**config.mk**
```make
export PLATFORM = sky130hd
export DESIGN_NAME = mtimer
export DESIGN_NICKNAME = d
export VERILOG_FILES = /design/src/rtl/mtimer_pkg.sv /design/src/rtl/mtimer_prescaler.sv /design/src/rtl/mtimer.sv
export VERILOG_INCLUDE_DIRS = /design/src /design/src/rtl
export SDC_FILE = /design/constraint.sdc
export NUM_CORES = 1
export LEC_CHECK = 0
export BUFFER_PORTS_ARGS = -buffer_cell sky130_fd_sc_hd__buf_4
export CAP_MARGIN = 0
export CORE_MARGIN = 5
export CORE_UTILIZATION = 60
export DETAILED_ROUTE_END_ITERATION = 16
export PLACE_DENSITY_LB_ADDON = 0.05
export SYNTH_ARGS = -nofsm -noshare
export SYNTH_HDL_FRONTEND = slang
export SYNTH_SLANG_ARGS = --single-unit
```
**constraint.sdc**
```tcl
create_clock -name clk -period 3.82 [get_ports clk]
set_clock_uncertainty 0.05 [all_clocks]
set_input_delay 0.764 -clock clk [delete_from_list [all_inputs] [get_ports clk]]
set_output_delay 0.764 -clock clk [all_outputs]
set_load 0.005 [all_outputs]
```
**src/rtl/mtimer_defs.vh**
```
// Shared register-map definitions for the mtimer block.
// Word offsets are the value of addr[4:2] on the data bus.
`ifndef MTIMER_DEFS_VH
`define MTIMER_DEFS_VH

`define MTIMER_OFF_MTIME_LO    3'd0
`define MTIMER_OFF_MTIME_HI    3'd1
`define MTIMER_OFF_MTIMECMP_LO 3'd2
`define MTIMER_OFF_MTIMECMP_HI 3'd3
`define MTIMER_OFF_MSIP        3'd4

// mtimecmp comes out of reset at all-ones so no timer interrupt fires
// before software has programmed a compare value.
`define MTIMER_CMP_RESET       64'hFFFF_FFFF_FFFF_FFFF

`endif

```
**src/rtl/mtimer_pkg.sv**
```systemverilog
// mtimer_pkg: shared constants and helpers for the machine timer.
//   - MTIMER_XLEN: the only supported bus width
//   - MTIME_RESET / MTIMECMP_RESET: register reset values
//   - prescale_width(): counter width for a given PRESCALE (minimum 1 bit)
`include "mtimer_defs.vh"

package mtimer_pkg;

  localparam int MTIMER_XLEN = 32;

  localparam logic [63:0] MTIME_RESET    = 64'd0;
  localparam logic [63:0] MTIMECMP_RESET = `MTIMER_CMP_RESET;

  // A prescaler of 1 still needs a 1-bit counter so the port widths stay legal.
  function automatic int prescale_width(input int prescale);
    return (prescale > 1) ? $clog2(prescale) : 1;
  endfunction

endpackage

```
**src/rtl/mtimer_prescaler.sv**
```systemverilog
// mtimer_prescaler: divides clk down to the mtime tick rate.
//   Parameter PRESCALE: clk cycles per tick, must be >= 1.
//   Ports:
//     clk   in   clock
//     rst_n in   synchronous active-low reset
//     tick  out  high for one cycle every PRESCALE cycles (every cycle when PRESCALE=1)
module mtimer_prescaler
  import mtimer_pkg::*;
#(
  parameter int PRESCALE = 1
) (
  input  logic clk,
  input  logic rst_n,
  output logic tick
);

  localparam int CW = prescale_width(PRESCALE);
  localparam logic [CW-1:0] LAST = CW'(PRESCALE - 1);

  generate
    if (PRESCALE < 1) begin : g_bad_prescale
      $error("mtimer_prescaler: PRESCALE must be >= 1");
    end
  endgenerate

  logic [CW-1:0] count;

  // Count 0..PRESCALE-1 and wrap; the tick is the terminal count itself.
  always_ff @(posedge clk) begin
    if (!rst_n) begin
      count <= '0;
    end else if (count == LAST) begin
      count <= '0;
    end else begin
      count <= count + 1'b1;
    end
  end

  assign tick = (count == LAST);

endmodule

```
**src/rtl/mtimer.sv**
```systemverilog
// mtimer: memory-mapped RISC-V machine timer (bus responder).
//   Parameters: XLEN (must be 32), PRESCALE (clk cycles per mtime tick, >= 1).
//   Optional feature macro: MTIMER_MSIP_EN adds the msip register at offset 4
//   and drives msi_pending from it; otherwise offset 4 is unmapped and
//   msi_pending is tied low.
//   Ports:
//     clk, rst_n   clock and synchronous active-low reset
//     sel          bus address falls in this block's window
//     addr         byte address, only addr[4:2] decoded
//     wdata        store data
//     wenable      per-byte write strobes (0 = no write)
//     rdata        combinational read data (0 when sel is low or unmapped)
//     mti_pending  registered mtime >= mtimecmp
//     msi_pending  registered software interrupt (MTIMER_MSIP_EN only)
`include "mtimer_defs.vh"

module mtimer
  import mtimer_pkg::*;
#(
  parameter int XLEN     = 32,
  parameter int PRESCALE = 1
) (
  input  logic            clk,
  input  logic            rst_n,
  input  logic            sel,
  input  logic [XLEN-1:0] addr,
  input  logic [XLEN-1:0] wdata,
  input  logic [3:0]      wenable,
  output logic [XLEN-1:0] rdata,
  output logic            mti_pending,
  output logic            msi_pending
);

  generate
    if (XLEN != MTIMER_XLEN) begin : g_bad_xlen
      $error("mtimer: only XLEN=32 is supported");
    end
  endgenerate

  // Replace only the strobed bytes of a register word.
  function automatic logic [31:0] merge_bytes(input logic [31:0] old_word,
                                              input logic [31:0] new_word,
                                              input logic [3:0]  strobe);
    logic [31:0] merged;
    merged = old_word;
    for (int i = 0; i < 4; i++) begin
      if (strobe[i]) merged[8*i +: 8] = new_word[8*i +: 8];
    end
    return merged;
  endfunction

  logic [63:0] mtime;
  logic [63:0] mtimecmp;
  logic        tick;
  logic [2:0]  off;
  logic        wr;
  logic        wr_mtime_lo;
  logic        wr_mtime_hi;
  logic        wr_cmp_lo;
  logic        wr_cmp_hi;
  logic        addr_unused;

  assign addr_unused = ^{addr[XLEN-1:5], addr[1:0]};

  assign off         = addr[4:2];
  assign wr          = sel && (wenable != 4'b0000);
  assign wr_mtime_lo = wr && (off == `MTIMER_OFF_MTIME_LO);
  assign wr_mtime_hi = wr && (off == `MTIMER_OFF_MTIME_HI);
  assign wr_cmp_lo   = wr && (off == `MTIMER_OFF_MTIMECMP_LO);
  assign wr_cmp_hi   = wr && (off == `MTIMER_OFF_MTIMECMP_HI);

  mtimer_prescaler #(
    .PRESCALE(PRESCALE)
  ) u_prescaler (
    .clk  (clk),
    .rst_n(rst_n),
    .tick (tick)
  );

  // A software write to either mtime word suppresses that cycle's increment
  // for the whole 64-bit counter, so a lo write never carries into hi.
  always_ff @(posedge clk) begin
    if (!rst_n) begin
      mtime <= MTIME_RESET;
    end else if (wr_mtime_lo || wr_mtime_hi) begin
      if (wr_mtime_lo) mtime[31:0]  <= merge_bytes(mtime[31:0],  wdata, wenable);
      if (wr_mtime_hi) mtime[63:32] <= merge_bytes(mtime[63:32], wdata, wenable);
    end else if (tick) begin
      mtime <= mtime + 64'd1;
    end
  end

  always_ff @(posedge clk) begin
    if (!rst_n) begin
      mtimecmp <= MTIMECMP_RESET;
    end else begin
      if (wr_cmp_lo) mtimecmp[31:0]  <= merge_bytes(mtimecmp[31:0],  wdata, wenable);
      if (wr_cmp_hi) mtimecmp[63:32] <= merge_bytes(mtimecmp[63:32], wdata, wenable);
    end
  end

  // Compare on the current register values; the result lands one edge later,
  // which is why a compare write shows up on mti_pending only at the next edge.
  always_ff @(posedge clk) begin
    if (!rst_n) begin
      mti_pending <= 1'b0;
    end else begin
      mti_pending <= (mtime >= mtimecmp);
    end
  end

`ifdef MTIMER_MSIP_EN
  logic msip;

  // Only bit 0 exists, so only byte lane 0 can change it.
  always_ff @(posedge clk) begin
    if (!rst_n) begin
      msip <= 1'b0;
    end else if (wr && (off == `MTIMER_OFF_MSIP) && wenable[0]) begin
      msip <= wdata[0];
    end
  end

  assign msi_pending = msip;
`else
  assign msi_pending = 1'b0;
`endif

  // Reads are pure decode of current state; the CPU presents an address
  // every cycle so reading must never disturb anything.
  always_comb begin
    rdata = '0;
    if (sel) begin
      case (off)
        `MTIMER_OFF_MTIME_LO:    rdata = mtime[31:0];
        `MTIMER_OFF_MTIME_HI:    rdata = mtime[63:32];
        `MTIMER_OFF_MTIMECMP_LO: rdata = mtimecmp[31:0];
        `MTIMER_OFF_MTIMECMP_HI: rdata = mtimecmp[63:32];
`ifdef MTIMER_MSIP_EN
        `MTIMER_OFF_MSIP:        rdata = {31'd0, msip};
`endif
        default:                 rdata = '0;
      endcase
    end
  end

endmodule
```
==> flow_results.xml <==
<?xml version="1.0" encoding="UTF-8"?>
<metrics>
  <group name="worst_setup_path">
    <metric name="r2r_slack" unit="ps">710</metric>
    <metric name="worstPathArrival" unit="ps">3440</metric>
    <metric name="worst-endpoint-required" unit="ps">4140</metric>
    <metric name="start_kind" unit="">register</metric>
    <metric name="worst_case_reg_to_reg_path_depth" unit="">6</metric>
    <metric name="path_max_fanout" unit="">8</metric>
    <metric name="path_class" unit="">register to register</metric>
    <metric name="timing.rr.end" unit="">mtime[56]</metric>
    <metric name="cp_cell_sequence" unit="">nand3_1 -&gt; nor4_1 -&gt; nand4_1 -&gt; or3_1 -&gt; nor3_1 -&gt; o31a_1</metric>
    <metric name="critical_path_s_largest_stage_delay" unit="ps">610</metric>
    <metric name="slowest_stage" unit="">nand4_1</metric>
    <metric name="path_delay_family" unit="">simple AND/OR/NAND/NOR gates</metric>
    <metric name="path_buf_inv" unit="">0</metric>
    <metric name="reg2reg_from" unit="">mtime[14]</metric>
    <metric name="critical_path.endpoint_type" unit="">register</metric>
  </group>
  <group name="timing">
    <metric name="grt_setup_unrepaired" unit="">no</metric>
    <metric name="timing.final.crit_period" unit="ps">3110</metric>
    <metric name="achievable-frequency" unit="MHz">321</metric>
    <metric name="hold_viol" unit="">0</metric>
    <metric name="final-max-slew-violation-count" unit="">0</metric>
    <metric name="timing.final.setup_violations" unit="">0</metric>
    <metric name="timing.final.crit_share" unit="">0.815</metric>
    <metric name="timing.slew.headroom" unit="">0.220</metric>
    <metric name="totalNegativeSetupSlack" unit="ps">0</metric>
    <metric name="worst-slew-pin-transition" unit="ps">1170</metric>
  </group>
  <group name="finish">
    <metric name="finalInstanceArea" unit="um2">10400</metric>
    <metric name="num-nets-final" unit="">1406</metric>
    <metric name="nFillCells" unit="">1362</metric>
    <metric name="num_antenna_cells" unit="">0</metric>
    <metric name="fraction_of_final_layout_cells_sized_beyond_drive_strength_1" unit="">0.112</metric>
    <metric name="area_delta_synth_final" unit="%">12.8</metric>
  </group>
  <group name="die">
    <metric name="die-area" unit="um2">18000</metric>
    <metric name="floorplan.die.height" unit="um">134</metric>
    <metric name="die-width" unit="um">134</metric>
    <metric name="pin_count" unit="">105</metric>
    <metric name="initial_core_utilization" unit="">0.610</metric>
    <metric name="core.rowCount" unit="">45</metric>
    <metric name="floorplan.core_area" unit="um2">15100</metric>
  </group>
  <group name="power_and_ir_drop">
    <metric name="worst_ir_drop_vdd" unit="mV">0.328</metric>
    <metric name="power_per_cell_area" unit="nW/um2">326</metric>
    <metric name="p_leak" unit="nW">4.60</metric>
  </group>
  <group name="clocking">
    <metric name="tritoncts_sink_count" unit="">130</metric>
    <metric name="ctsHoldBuffers" unit="">0</metric>
    <metric name="max-clock-path-buffers" unit="">2</metric>
    <metric name="cts_tree" unit="">yes</metric>
    <metric name="clk_root_buffer_cell" unit="">clkbuf_16</metric>
    <metric name="post-cts-setup-buffers" unit="">0</metric>
    <metric name="clk_pin_slew_worst_paths" unit="ps">60</metric>
    <metric name="htree_num_levels" unit="">4</metric>
    <metric name="post_cts.resized_instances" unit="">0</metric>
    <metric name="clk-insertion-delay-late" unit="ps">430</metric>
    <metric name="tritoncts_buffers" unit="">17</metric>
  </group>
  <group name="synthesis">
    <metric name="synth.cell_area" unit="um2">9240</metric>
    <metric name="synth_warnings" unit="">0</metric>
    <metric name="synth-seq-area-share" unit="">0.282</metric>
    <metric name="ys_seq_elements" unit="">130</metric>
    <metric name="yosys.area.top_type_share" unit="">0.282</metric>
    <metric name="synth_most_common_cell" unit="">nand2_1</metric>
    <metric name="synth_enable_flop_cells" unit="">0</metric>
    <metric name="post_synth_top_cells" unit="">nand2_1, dfxtp_1, nor2_1</metric>
    <metric name="synth.avg_cell_area" unit="um2">7.48</metric>
    <metric name="ys_async_rst_share" unit="">0</metric>
    <metric name="count_of_cell_types_in_the_netlist" unit="">72</metric>
    <metric name="post_synth_main_area_contributors" unit="">dfxtp_1, ha_1, nand2_1</metric>
    <metric name="syn-instance-count" unit="">1236</metric>
    <metric name="post-synth-top-area-cell" unit="">dfxtp_1</metric>
    <metric name="synth_ff_type" unit="">dfxtp_1</metric>
  </group>
  <group name="worst_hold_path">
    <metric name="hold_depth" unit="">2</metric>
    <metric name="min-delay-start" unit="">mtimecmp[31]</metric>
    <metric name="holdPathEnd" unit="">mtimecmp[31]</metric>
    <metric name="worst_hold_path_type" unit="">register to register</metric>
  </group>
  <group name="placement">
    <metric name="port_buf_inserts" unit="">74</metric>
    <metric name="detailed_place.area" unit="um2">9900</metric>
    <metric name="detailedPlacementHpwl" unit="um">22800</metric>
    <metric name="routabilityCongestion" unit="">1.02</metric>
  </group>
  <group name="grt">
    <metric name="grt_max_degree" unit="">102</metric>
    <metric name="antenna_found_initial" unit="">0</metric>
    <metric name="wire_length_of_the_first_global_routing_pass" unit="um">50800</metric>
    <metric name="grtUsageTotal" unit="">0.353</metric>
    <metric name="number_of_global_route_vias_before_repair" unit="">9168</metric>
    <metric name="grt-ovfl-total" unit="">0</metric>
  </group>
  <group name="outcome">
    <metric name="run_status" unit="">finished clean</metric>
  </group>
  <group name="route">
    <metric name="route.antenna.remaining_nets" unit="">0</metric>
    <metric name="drt-initial-drc-count" unit="">1260</metric>
    <metric name="wl_per_cell" unit="um">22.0</metric>
    <metric name="count_of_vias_placed_by_the_detailed_router" unit="">10200</metric>
    <metric name="via_per_inst" unit="">6.92</metric>
    <metric name="wirelength" unit="um">32400</metric>
    <metric name="drc_errors" unit="">0</metric>
    <metric name="first_pass_iters" unit="">8</metric>
  </group>
  <group name="flow_run">
    <metric name="drv_cap" unit="">0</metric>
  </group>
</metrics>
-- per-layer routing --
metal / track usage / part of all wire / vias up
met4: 0.134 / 0.038 / 0
met2: 0.525 / 0.42 / 625
li1: - / - / 4677
met3: 0.119 / 0.13 / 120
met5: 0 / 0 / -
met1: 0.475 / 0.41 / 4753
-- area by class of cell --
type | instances | area (um2) | share of cell area
multi-input cells | 951 | 6020 | 0.577
inverters | 72 | 270 | 0.0259
repair buffers | 98 | 773 | 0.0741
well taps | 188 | 235 | 0.0226
flip-flops and latches | 130 | 2600 | 0.249
clock inverters | 6 | 55.1 | 0.00528
clock buffers | 26 | 479 | 0.0459
-- stage by stage --
stage	util	setup WS (ps)	total power, mW	hold WS, ps	instances
finish	0.689	705	3.40	468	1471
detailed placement	0.653	707	1.88	460	1439
CTS	0.689	742	3.39	470	1471
floorplan	-	926	1.71	427	1237
global placement	0.653	699	1.88	457	1439
global route	0.689	572	3.51	487	1471
-- worst max-delay path by stage --
stage          slack [ps]           to        from  depth (start not counted)
6_report              710    mtime[56]   mtime[14]                          6
5_1_grt               570  mti_pending    mtime[0]                          8
4_1_cts               740     rdata[1]     addr[2]                          7
3_5_place_dp          710    mtime[62]  wenable[1]                          7
3_3_place_gp          700    mtime[62]  wenable[1]                          7
2_1_floorplan         930    rdata[10]     addr[2]                          6
-- state kept, by name, summed over array words and instances (netlist names) --
register           count
u_prescaler.count      1
mtimecmp              64
mtime                 64
mti_pending            1
-- placed cells by master, fill, tap and decap left out, types with 4 or more instances in the layout --
master / count
o211ai_1: 71
a22o_1: 4
clkbuf_1: 7
o31a_1: 6
nand2b_1: 4
or3_1: 5
o31ai_1: 13
inv_1: 72
a21oi_1: 70
nand4_1: 37
o41ai_1: 7
a21o_1: 21
or4_1: 6
clkbuf_16: 17
nor2_1: 121
nand3b_1: 4
a31oi_1: 15
nand3_1: 42
o22ai_1: 7
o21ai_0: 52
o21a_1: 9
o221a_2: 4
nor3_1: 27
nand2_1: 173
mux2i_1: 34
and3_1: 20
a221oi_1: 35
nor4_1: 15
buf_4: 95
dfxtp_1: 130
and4_1: 8
a211oi_1: 6
clkinv_2: 5
ha_1: 65
and2_1: 6
a22oi_1: 11
-- power breakdown --
group          switching (mW)  internal [mW]  total, mW
Sequential             0.0557           1.39       1.45
Combinational           0.259          0.164      0.423
Clock                   0.610          0.923       1.53
Total                   0.925           2.48       3.40
-- worst reg2reg max path, cell delays in order (launching register included) --
cell	delay [ps]
dfxtp_1	510
nand3_1	380
nor4_1	600
nand4_1	620
or3_1	580
nor3_1	160
o31a_1	150
-- logic make-up (layout without fill, tap and decap cells) --
kind of cell / count (synthesis) / after routing / synth area share
AOI/OAI and AO/OA: 364 / 364 / 0.275
adders and majority gates: 65 / 65 / 0.0880
buffers and inverters: 156 / 202 / 0.0690
DFF: 130 / 130 / 0.282
muxes: 35 / 35 / 0.0380
other: 1 / 2 / 0.000406
and+or+nand+nor: 485 / 485 / 0.248
Note: power is estimated with default switching activity, not from simulation.
